## src/rtl/tone_sequencer_pkg.sv

```systemverilog
// tone_seq_pkg: shared note frequency table, half-period helper and envelope
// constants for tone_sequencer. DECAY_DIV is only used when the optional
// TONE_SEQ_ENVELOPE_EN macro is defined.
package tone_seq_pkg;

  // Note code 0 is a rest; every other code selects an entry of NOTE_HZ.
  localparam int unsigned REST            = 0;
  localparam int unsigned NOTE_TABLE_SIZE = 32;

  // Envelope decay prescaler in enabled clocks per level step.
  localparam int unsigned DECAY_DIV = 1 << 16;

  // Equal-tempered notes C4..F#6, rounded to whole Hz (code 10 is A4 = 440 Hz).
  localparam int unsigned NOTE_HZ [NOTE_TABLE_SIZE] = '{
       0,  262,  277,  294,  311,  330,  349,  370,
     392,  415,  440,  466,  494,  523,  554,  587,
     622,  659,  698,  740,  784,  831,  880,  932,
     988, 1047, 1109, 1175, 1245, 1319, 1397, 1480
  };

  // Clocks per half period of a square wave at freq Hz; 0 marks "no tone".
  function automatic int unsigned half_period(input int unsigned clk_freq,
                                              input int unsigned freq);
    return (freq == 0) ? 0 : clk_freq / (2 * freq);
  endfunction

  // Codes beyond the table behave as rests.
  function automatic int unsigned note_hz(input int unsigned code);
    return (code < NOTE_TABLE_SIZE) ? NOTE_HZ[code] : 0;
  endfunction

endpackage

```

## src/rtl/tone_sequencer_if.sv

```systemverilog
// tone_sequencer_if: control and audio signals between the pattern/game
// logic (master) and the tone sequencer (slave).
interface tone_sequencer_if #(
  parameter int unsigned CHANNELS = 2,
  parameter int unsigned NOTE_W   = 5,
  parameter int unsigned STEP_W   = 5,
  parameter int unsigned TEMPO_W  = 28
);
  logic                         enable;
  logic                         restart;
  logic [TEMPO_W-1:0]           tempo_div;
  logic [STEP_W-1:0]            seq_last;
  logic [CHANNELS*NOTE_W-1:0]   note_codes;
  logic [STEP_W-1:0]            step_index;
  logic                         step_tick;
  logic                         audio_out;
  logic                         audio_en;

  modport master (
    output enable, restart, tempo_div, seq_last, note_codes,
    input  step_index, step_tick, audio_out, audio_en
  );

  modport slave (
    input  enable, restart, tempo_div, seq_last, note_codes,
    output step_index, step_tick, audio_out, audio_en
  );
endinterface

```

## src/rtl/tone_sequencer_voice.sv

```systemverilog
// tone_voice: one square-wave voice. Holds the latched note, the half-period
// counter and the phase bit; with TONE_SEQ_ENVELOPE_EN defined it also keeps
// an 8-bit decaying level that restarts at full on every note load.
module tone_voice
  import tone_seq_pkg::*;
#(
  parameter int unsigned CLK_FREQ = 100_000_000,
  parameter int unsigned NOTE_W   = 5,
  parameter int unsigned DIV_W    = 21
) (
  input  logic              clk,
  input  logic              rst_n,
  input  logic              en_i,
  input  logic              load_i,
  input  logic [NOTE_W-1:0] note_i,
  output logic              phase_o
`ifdef TONE_SEQ_ENVELOPE_EN
  ,
  output logic [7:0]        level_o
`endif
);

  localparam int unsigned NOTES = 1 << NOTE_W;

  logic [NOTE_W-1:0] note_q;
  logic [DIV_W-1:0]  cnt_q;
  logic              phase_q;
  logic [DIV_W-1:0]  half;
  logic [DIV_W-1:0]  half_tbl [NOTES];

  // Constant half-period ROM, evaluated at elaboration for this clock rate.
  for (genvar i = 0; i < NOTES; i++) begin : g_tbl
    assign half_tbl[i] = DIV_W'(half_period(CLK_FREQ, note_hz(i)));
  end

  assign half    = half_tbl[note_q];
  assign phase_o = phase_q;

  // A changed note restarts the waveform; a repeated note keeps counting
  // through the load so the tone continues without a click.
  always_ff @(posedge clk or negedge rst_n) begin
    if (!rst_n) begin
      note_q  <= NOTE_W'(REST);
      cnt_q   <= '0;
      phase_q <= 1'b0;
    end else begin
      if (load_i) begin
        note_q <= note_i;
      end
      if (load_i && (note_i != note_q)) begin
        cnt_q   <= '0;
        phase_q <= 1'b0;
      end else if (en_i) begin
        if ((note_q == NOTE_W'(REST)) || (half == '0)) begin
          cnt_q   <= '0;
          phase_q <= 1'b0;
        end else if (cnt_q >= half - DIV_W'(1)) begin
          cnt_q   <= '0;
          phase_q <= ~phase_q;
        end else begin
          cnt_q <= cnt_q + DIV_W'(1);
        end
      end
    end
  end

`ifdef TONE_SEQ_ENVELOPE_EN
  localparam int unsigned PRE_W = (DECAY_DIV > 1) ? $clog2(DECAY_DIV) : 1;

  logic [7:0]       level_q;
  logic [PRE_W-1:0] pre_q;

  assign level_o = level_q;

  // Level jumps to full on each load, then decays one step per DECAY_DIV
  // enabled clocks and sticks at zero.
  always_ff @(posedge clk or negedge rst_n) begin
    if (!rst_n) begin
      level_q <= '0;
      pre_q   <= '0;
    end else if (load_i) begin
      level_q <= '1;
      pre_q   <= '0;
    end else if (en_i) begin
      if (pre_q == PRE_W'(DECAY_DIV - 1)) begin
        pre_q <= '0;
        if (level_q != '0) begin
          level_q <= level_q - 8'd1;
        end
      end else begin
        pre_q <= pre_q + PRE_W'(1);
      end
    end
  end
`endif

endmodule

```

## src/rtl/tone_sequencer.sv

```systemverilog
// tone_sequencer: tempo-driven pattern stepper with CHANNELS square-wave
// voices mixed into a wrap-aligned PWM output for the audio jack.
// Optional feature macro: TONE_SEQ_ENVELOPE_EN (per-voice decaying level).
module tone_sequencer
  import tone_seq_pkg::*;
#(
  parameter int unsigned CLK_FREQ = 100_000_000,
  parameter int unsigned CHANNELS = 2,
  parameter int unsigned NOTE_W   = 5,
  parameter int unsigned STEP_W   = 5,
  parameter int unsigned DIV_W    = 21,
  parameter int unsigned DUTY_W   = 10,
  parameter int unsigned TEMPO_W  = 28
) (
  input  logic             clk,
  input  logic             reset_n,
  tone_sequencer_if.slave  bus
);

  localparam int unsigned LOG2C = $clog2(CHANNELS);
  localparam int unsigned SUM_W = DUTY_W + 1;
  localparam logic [SUM_W-1:0] UNIT     = SUM_W'(1) << (DUTY_W - LOG2C);
  localparam logic [SUM_W-1:0] DUTY_MAX = (SUM_W'(1) << DUTY_W) - SUM_W'(1);

  logic [TEMPO_W-1:0] tempo_cnt_q;
  logic [STEP_W-1:0]  step_q;
  logic               tick_q;
  logic               load_q;
  logic               audio_en_q;
  logic               adv;
  logic [DUTY_W-1:0]  pwm_cnt_q;
  logic [DUTY_W-1:0]  duty_q;
  logic [DUTY_W-1:0]  duty_d;
  logic               phase   [CHANNELS];
  logic [SUM_W-1:0]   contrib [CHANNELS];
  logic [SUM_W-1:0]   sum;

  // >= rather than == so a tempo_div lowered mid-step still advances at once.
  assign adv = bus.enable && (tempo_cnt_q >= bus.tempo_div);

  // Tempo counter, step index and the one-cycle step/load strobes. load_q
  // resets high so the step-0 notes are latched right after reset release.
  always_ff @(posedge clk or negedge reset_n) begin
    if (!reset_n) begin
      tempo_cnt_q <= '0;
      step_q      <= '0;
      tick_q      <= 1'b0;
      load_q      <= 1'b1;
      audio_en_q  <= 1'b0;
    end else begin
      audio_en_q <= bus.enable;
      if (bus.restart) begin
        tempo_cnt_q <= '0;
        step_q      <= '0;
        tick_q      <= 1'b0;
        load_q      <= 1'b1;
      end else begin
        tick_q <= adv;
        load_q <= adv;
        if (adv) begin
          tempo_cnt_q <= '0;
          step_q      <= (step_q >= bus.seq_last) ? '0 : step_q + STEP_W'(1);
        end else if (bus.enable) begin
          tempo_cnt_q <= tempo_cnt_q + TEMPO_W'(1);
        end
      end
    end
  end

  assign bus.step_index = step_q;
  assign bus.step_tick  = tick_q;
  assign bus.audio_en   = audio_en_q;

  for (genvar k = 0; k < CHANNELS; k++) begin : g_voice
`ifdef TONE_SEQ_ENVELOPE_EN
    logic [7:0] level;

    tone_voice #(
      .CLK_FREQ (CLK_FREQ),
      .NOTE_W   (NOTE_W),
      .DIV_W    (DIV_W)
    ) u_voice (
      .clk     (clk),
      .rst_n   (reset_n),
      .en_i    (bus.enable),
      .load_i  (load_q),
      .note_i  (bus.note_codes[k*NOTE_W +: NOTE_W]),
      .phase_o (phase[k]),
      .level_o (level)
    );

    // Level 255 maps to just under one full voice unit.
    assign contrib[k] = phase[k] ? SUM_W'((32'(level) * 32'(UNIT)) >> 8) : '0;
`else
    tone_voice #(
      .CLK_FREQ (CLK_FREQ),
      .NOTE_W   (NOTE_W),
      .DIV_W    (DIV_W)
    ) u_voice (
      .clk     (clk),
      .rst_n   (reset_n),
      .en_i    (bus.enable),
      .load_i  (load_q),
      .note_i  (bus.note_codes[k*NOTE_W +: NOTE_W]),
      .phase_o (phase[k])
    );

    assign contrib[k] = phase[k] ? UNIT : '0;
`endif
  end

  // Saturating mix of the voice contributions into the next PWM duty.
  always_comb begin
    sum = '0;
    for (int unsigned k = 0; k < CHANNELS; k++) begin
      sum = sum + contrib[k];
    end
    duty_d = (sum > DUTY_MAX) ? '1 : sum[DUTY_W-1:0];
  end

  // Free-running PWM counter; duty is only taken on wrap so each PWM period
  // is glitch-free. Both hold while paused.
  always_ff @(posedge clk or negedge reset_n) begin
    if (!reset_n) begin
      pwm_cnt_q <= '0;
      duty_q    <= '0;
    end else if (bus.enable) begin
      pwm_cnt_q <= pwm_cnt_q + DUTY_W'(1);
      if (pwm_cnt_q == '1) begin
        duty_q <= duty_d;
      end
    end
  end

  // Gated by the live enable so the pin is silent in every paused cycle;
  // reset clears the counters and so drops the pin asynchronously.
  assign bus.audio_out = bus.enable && (pwm_cnt_q < duty_q);

endmodule
```

## src/flat_wrapper.sv

```systemverilog
// flat-port wrapper written by rule: the top's interface ports become plain ports
module tone_sequencer_flat import tone_seq_pkg::*;
#(
  parameter int unsigned CLK_FREQ = 100_000_000,
  parameter int unsigned CHANNELS = 2,
  parameter int unsigned NOTE_W   = 5,
  parameter int unsigned STEP_W   = 5,
  parameter int unsigned DIV_W    = 21,
  parameter int unsigned DUTY_W   = 10,
  parameter int unsigned TEMPO_W  = 28
)
  (clk, reset_n, bus_enable, bus_restart, bus_tempo_div, bus_seq_last, bus_note_codes, bus_step_index, bus_step_tick, bus_audio_out, bus_audio_en);
  tone_sequencer_if #(.CHANNELS(CHANNELS), .NOTE_W(NOTE_W), .STEP_W(STEP_W), .TEMPO_W(TEMPO_W)) bus_i ();
  input  logic clk;
  input  logic reset_n;
  input wire logic [$bits(bus_i.enable)-1:0] bus_enable;
  input wire logic [$bits(bus_i.restart)-1:0] bus_restart;
  input wire logic [$bits(bus_i.tempo_div)-1:0] bus_tempo_div;
  input wire logic [$bits(bus_i.seq_last)-1:0] bus_seq_last;
  input wire logic [$bits(bus_i.note_codes)-1:0] bus_note_codes;
  output wire logic [$bits(bus_i.step_index)-1:0] bus_step_index;
  output wire logic [$bits(bus_i.step_tick)-1:0] bus_step_tick;
  output wire logic [$bits(bus_i.audio_out)-1:0] bus_audio_out;
  output wire logic [$bits(bus_i.audio_en)-1:0] bus_audio_en;
  assign bus_i.enable = bus_enable;
  assign bus_i.restart = bus_restart;
  assign bus_i.tempo_div = bus_tempo_div;
  assign bus_i.seq_last = bus_seq_last;
  assign bus_i.note_codes = bus_note_codes;
  assign bus_step_index = bus_i.step_index;
  assign bus_step_tick = bus_i.step_tick;
  assign bus_audio_out = bus_i.audio_out;
  assign bus_audio_en = bus_i.audio_en;
  tone_sequencer #(.CLK_FREQ(CLK_FREQ), .CHANNELS(CHANNELS), .NOTE_W(NOTE_W), .STEP_W(STEP_W), .DIV_W(DIV_W), .DUTY_W(DUTY_W), .TEMPO_W(TEMPO_W)) u_core (.clk(clk), .reset_n(reset_n), .bus(bus_i));
endmodule
```

## config.mk

```make
export PLATFORM = sky130hd
export DESIGN_NAME = tone_sequencer_flat
export DESIGN_NICKNAME = d
export VERILOG_FILES = /design/src/rtl/tone_sequencer_pkg.sv /design/src/rtl/tone_sequencer_if.sv /design/src/rtl/tone_sequencer_voice.sv /design/src/rtl/tone_sequencer.sv /design/src/flat_wrapper.sv
export SDC_FILE = /design/constraint.sdc
export NUM_CORES = 1
export LEC_CHECK = 0
export ABC_AREA = 1
export ABC_CLOCK_PERIOD_IN_PS = 3850
export CAP_MARGIN = 20
export CORE_AREA = 2 2 140 142
export DETAILED_ROUTE_END_ITERATION = 10
export DIE_AREA = 0 0 142 144
export PLACE_DENSITY = 0.83
export SETUP_SLACK_MARGIN = 0.05
export SLEW_MARGIN = 20
export SYNTH_ARGS = -nofsm -noshare
export SYNTH_HDL_FRONTEND = slang
export SYNTH_HIERARCHICAL = 1
export SYNTH_SLANG_ARGS = --single-unit
```

## constraint.sdc

```tcl
create_clock -name clk -period 3.85 [get_ports clk]
set_input_delay 0.385 -clock clk [delete_from_list [all_inputs] [get_ports clk]]
set_output_delay 0.385 -clock clk [all_outputs]
set_load 0.02 [all_outputs]
```

# [Yosys cells after proc, flatten, opt, wreduce, memory -nomap -nowiden]
# Memories as Yosys holds them, arrays and structs flattened.
# Cells that the tools add are included.
[classes] add_sub_neg=8 order_cmp=8 eq_ne=3 n_mux=31 n_bitwise=4 n_reduce_logical=19
[op_table] operator="$mux 21" n=12
[op_table] operator="$mux 28" n=3
[op_table] operator="$add 21x1->21 const B" n=2
[op_table] operator="$ge 21x21->1" n=2
[op_table] operator="$logic_not 21->1" n=2
[op_table] operator="$sub 21x1->21 const B" n=2
[op_table] operator="$mux 10" n=3
[op_table] operator="$add 28x1->28 const B" n=1
[op_table] operator="$ge 28x28->1" n=1
[op_table] operator="$mux 5" n=3
[op_table] operator="$ge 6x6->1 const B" n=2
[op_table] operator="$not 5->6" n=2
[op_table] operator="$add 11x11->11" n=1
[op_table] operator="$gt 11x10->1 const B" n=1
[op_table] operator="$add 10x1->10 const B" n=1
[op_table] operator="$eq 10x10->1 const B" n=1
[op_table] operator="$logic_not 5->1" n=2
[op_table] operator="$lt 10x10->1" n=1
[op_table] operator="$mux 1" n=10
[op_table] operator="$ne 5x5->1" n=2
[op_table] operator="$reduce_bool 3->1" n=3
[op_table] operator="$reduce_and 2->1" n=3
[op_table] operator="$reduce_bool 2->1" n=3
[op_table] operator="$add 5x1->5 const B" n=1
[op_table] operator="other kinds (4)" n=9
[totals] regBits=110 rom_bits=1344 input_bits=47 out_inout_bits=8 mem_count=2
[memory_table] memory="(name not given)" words=32 width=21 read_ports=1 rd_clocked_by_memory_dff=0 wr=0 line_no="tone_sequencer_voice.sv:36" source="assign half = half_tbl[note_q];"
[memory_table] memory="(name not given)" words=32 width=21 read_ports=1 rd_clocked_by_memory_dff=0 wr=0 line_no="tone_sequencer_voice.sv:36"

# [Logic depth before layout (Yosys ltp)]
[logic_depth] ltp_word=10 ltp_mapped=32 ltp_nobuf=30

# [By module]
# Netlist, hierarchy kept.
[by_module_without_submodules] module="tone_sequencer" n_inst=1 cells_per_inst=472 area_each_um2=3648.5 seq_area_each_um2=1202.4
[by_module_without_submodules] module="tone_voice (u_core.g_voice[0].u_voice)" n_inst=1 cells_per_inst=538 area_each_um2=3437.0 seq_area_each_um2=675.6
[by_module_without_submodules] module="tone_voice (u_core.g_voice[1].u_voice)" n_inst=1 cells_per_inst=541 area_each_um2=3339.5 seq_area_each_um2=675.6

# [Worst setup path before layout]
# Ideal clock, no wire load.
[synth_timing] kind="flip-flop to flip-flop" startpoint="register u_core.g_voice[0].u_voice.note_q[0]" endpoint="register u_core.g_voice[0].u_voice.cnt_q[11]" arrival_time_ps=3619 slack_ps=165 stages_incl_launch_ff=30 n_path_buf=2 synth_period_minus_slack_ps=3685 cell_sequence="dfrtp_1 > inv_2 > ha_1 > nand2_2 > o21ai_0 > nand2_1 > nand3_1 > inv_1 > ha_1 > clkbuf_1 > inv_1 > nor2_2 > nand2_2 > nor2_4 > xnor2_1 > ha_1 > nand2_1 > inv_1 > nand2_1 > nand2_1 > nand2_1 > nand3_1 > nand2_1 > nand3_1 > nor2_1 > inv_1 > clkbuf_1 > nor2_1 > nand4_1 > nand2_1"
[synth_between] elab_chain_cells=10 word_cells_on_any_way=16
[synth_lines] element="start, declared" line_no="tone_sequencer_voice.sv:25" source="logic [NOTE_W-1:0] note_q;"
[synth_lines] element="start signal, assigned" line_no="tone_sequencer_voice.sv:43" source="note_q <= NOTE_W'(REST);"
[synth_lines] element="start signal, assigned" line_no="tone_sequencer_voice.sv:48" source="note_q <= note_i;"
[synth_lines] element="$not 5->6 (not written as such)" line_no="tone_sequencer_voice.sv:36"
[synth_lines] element="$mem_v2 32x21"
[synth_lines] element="$mux 21 (not written as such) (2 in series)" line_no="tone_sequencer_voice.sv:36"
[synth_lines] element="$sub 21x1->21" line_no="tone_sequencer_voice.sv:57" source="end else if (cnt_q >= half - DIV_W'(1)) begin"
[synth_lines] element="$ge 21x21->1" line_no="tone_sequencer_voice.sv:57"
[synth_lines] element="$mux 21" line_no="tone_sequencer_voice.sv:57"
[synth_lines] element="$mux 21" line_no="tone_sequencer_voice.sv:54" source="if ((note_q == NOTE_W'(REST)) || (half == '0)) begin"
[synth_lines] element="$mux 21" line_no="tone_sequencer_voice.sv:53" source="end else if (en_i) begin"
[synth_lines] element="$mux 21" line_no="tone_sequencer_voice.sv:50" source="if (load_i && (note_i != note_q)) begin"
[synth_lines] element="end signal, assigned" line_no="tone_sequencer_voice.sv:61" source="cnt_q <= cnt_q + DIV_W'(1);"
[synth_lines] element="end, declared" line_no="tone_sequencer_voice.sv:26" source="logic [DIV_W-1:0] cnt_q;"
# Several ways; a longest one is shown, not always the timed one. The select of a mux whose other input is x is not followed.
# A chain may end at the register's enable or synchronous reset.

# [Worst setup path in the final report]
[layout_timing] startpoint="register u_core.g_voice[0].u_voice.note_q[1]" endpoint="register u_core.g_voice[0].u_voice.cnt_q[5]"
# Same word-level chain as after synthesis.

==> metrics.txt <==
r2r setup slk 0.23 ns; initial cell density of the core 54.6%; Num CTS Buffers 9; largest net degree at the start of global routing 71; CTS tree built; Non-Filler Instances 1,865; Synth-to-Final Area Change 14.0%; CP endpoint kind register; die width 142 microns; relative slew slack 38.8%; Post-CTS Hold Buffers 0; Yosys warning total 6; synthesized instance count 1,551; Mapped Nets 1,707; Clock Sinks 102; Root Buffer clkbuf_16; post-DR wirelength/cell 14.8 microns; placer congestion estimate 0.965; first-pass GRT wire length 45.6 mm; Iteration-0 DRC Markers 845; arrival time worst endpoint 3.92 ns; Main synth FF type dfrtp_1; r2r worst-path depth 27; Hold Violations, Final 0; Worst R2R Start u_core/g_voice[0].u_voice/note_q[1]; Net Sw Frac 39.3%; transition time at the pin with the least slew margin 0.918 ns; complex-gate fraction of the synthesized area 6.79%; post-route minimum period 3.62 ns; most frequent CP cell nand2_1; final period utilization 94.1%; Synth Area in Simple Gates 39.0%; HPWL Detailed 20.8 mm; Die H 144 microns; status finished clean; Worst-path clk slew 0.07 ns; initial antenna violation count 0; Final setup viols 0; pwr dens 293 mW/mm^2; unique cell type count in the Yosys netlist 48; Reg2Reg Capture Point u_core/g_voice[0].u_voice/cnt_q[5]; clock share of power 26.3%; XOR/XNOR share of the synthesized area 6.97%; Post-synth EDFFs 0; vias in the first global route 9,823; Pint 2110 uW; grt ovf 0; Seq. cell area 0.00256 sq mm; FMAX 276 MHz; core area 0.0191 sq mm; share of cells above drive strength 1 13.0%; met3 routed WL 1.64 mm; vias per cell 5.56; combinational share of power 38.3%; gr usage total 27.1%; Critical path origin u_core/g_voice[0].u_voice/note_q[1]; Seq cells post-synth 102; area occupied by multi-input gates 0.00709 sq mm; number of port buffers 54; post-synthesis sequential area ratio 24.5%; required time of the critical path 4.14 ns; most common cell after layout, fill and taps aside nand2_1; Max Cap Viol 0; Routed WL 27.5 mm; Post-Route Setup TNS 0 ns; clk_lat worst skew 0.36 ns; nets@finish 1,778; skew final 0.0101 ns; H-tree depth 3; top routing layer in use met4; Slew Viols, Final 0; DIE AREA 0.0204 sq mm; Crit Path Category reg2reg; vias 10,366; post-synthesis cell area 0.0104 sq mm; Synth Area in Adders 13.1%; commonest cells after routing, fill and taps aside nand2_1 (416), inv_1 (169), nor2_1 (159); multiplexer share of the synthesized area 0.0960%; CP max stage cell dfrtp_2; DRC 0; diodes inserted 0; Worst VDD drop 0.000228 V; DRT antenna net count 0; LEAKAGE 0.00598 uW; Longest Clk Path Bufs 2; part of the power in registers 35.3%; critical-path maximum fanout 12; largest family of logic cells by synthesized area simple AND/OR/NAND/NOR gates; FP Rows 51; Cells after DPL 1,827; NetSw 1370 uW; crit path capture u_core/g_voice[0].u_voice/cnt_q[5]; Critical Path Max Stage Delay 0.44 ns; Fill cells 1,715; Met2 Wirelength 13.2 mm; Min-Delay Path Class in2async; utilization after layout 62.3%; Setup crit start kind register; Async SR Flop Fraction 100%; Avg Synthesized Cell Area 6.72 sq um; 1st-pass router iterations 5; met1 WL 12.1 mm; Top Ports 55
==> worst min path at each step <==
stage	from	endpoint	slack, ns	cells past startpoint
floorplan	reset_n	u_core/bus.audio_en	0.09	0
global placement	u_core/pwm_cnt_q[9]	u_core/pwm_cnt_q[9]	0.49	1
detailed placement	u_core/pwm_cnt_q[0]	u_core/pwm_cnt_q[0]	0.50	1
CTS	reset_n	u_core/tempo_cnt_q[3]	0.20	1
global route	reset_n	u_core/g_voice[0].u_voice/note_q[0]	0.23	1
finish	reset_n	u_core/g_voice[0].u_voice/note_q[0]	0.13	1
==> through the flow <==
| step | power (uW) | hold WS, ns | area (sq um) | setup slack (ns) |
|---|---|---|---|---|
| floorplan | 2120 | 0.0894 | 10400 | 0.165 |
| global placement | 2430 | 0.494 | 11200 | 0.0954 |
| detailed placement | 2450 | 0.502 | 11200 | 0.0201 |
| CTS | 3370 | 0.198 | 11500 | 0.0639 |
| global route | 3700 | 0.232 | 11900 | -0.0216 |
| finish | 3480 | 0.133 | 11900 | 0.227 |
==> Yosys cell counts (10+ instances only) <==
master	instances	share of area [%]
nand2_1	424	15
inv_1	176	6.3
nor2_1	168	6.0
nand3_1	129	6.2
ha_1	109	13
dfrtp_1	101	24
xor2_1	62	5.2
a21oi_1	52	2.5
nand4_1	52	3.1
o21ai_0	41	2.0
nor2_2	39	2.3
nor3_1	27	1.3
nand2_2	21	1.3
xnor2_1	21	1.8
inv_2	14	0.50
buf_2	11	0.53
clkbuf_1	10	0.36
nor2_4	10	1.1
==> timing repair <==
| action | CTS | global route |
|---|---|---|
| endpoints found under the setup margin | 27 | 44 |
| gates resized for setup | 3 | 70 |
| setup buffers | 0 | 20 |
| pin swaps | 0 | 19 |
| cloned | 0 | 2 |
==> registers in the layout, indices dropped and copies added, names as in the netlist <==
name                            count
u_core/bus.step_tick                1
u_core/tempo_cnt_q                 28
u_core/load_q                       1
u_core/bus.step_index               5
u_core/g_voice.u_voice/phase_o      2
u_core/g_voice.u_voice/cnt_q       42
u_core/g_voice.u_voice/note_q      10
u_core/duty_q                       2
u_core/pwm_cnt_q                   10
u_core/bus.audio_en                 1
==> power groups by stage <==
stage / Combinational, uW / Sequential [uW] / Clock (uW)
after floorplan: 909 / 1210 / 0
after global placement: 1190 / 1240 / 0
after detailed placement: 1210 / 1250 / 0
after CTS: 1220 / 1230 / 927
after global routing: 1490 / 1240 / 964
final: 1330 / 1230 / 916
==> worst max-delay path, delay by kind of cell, from the launching register on <==
family                   cells  cell delay [ns]
XOR/XNOR                     1             0.09
AND/OR/NAND/NOR             16             1.49
buffers and inverters        5             0.39
flip-flops                   1             0.44
AO/OA/AOI/OAI                2             0.35
adder cells (fa/ha/maj)      3             0.77
==> metal layers <==
layer  track usage [%]  vias up
met5                 0        -
met4              9.05        0
met3              3.51       57
met2              46.5      359
met1              35.4     4809
li1                  -     5141
==> area by class of cell <==
| class | instances | area share [%] |
|---|---|---|
| Multi-Input combinational cell | 1216 | 59.7 |
| Clock inverter | 6 | 0.432 |
| Timing Repair Buffer | 97 | 7.34 |
| Tap cell | 238 | 2.51 |
| Sequential cell | 102 | 21.5 |
| Timing Repair inverter | 2 | 0.0948 |
| Inverter | 194 | 6.42 |
| Clock buffer | 10 | 2.01 |
==> kinds of logic after synthesis <==
| kind of cell | after synthesis |
|---|---|
| compound gates | 127 |
| xor+xnor | 83 |
| fa+ha+maj | 109 |
| buf+inv | 233 |
| flops | 102 |
| mux | 1 |
| simple gates | 896 |
(Power assumes the default switching activity.)
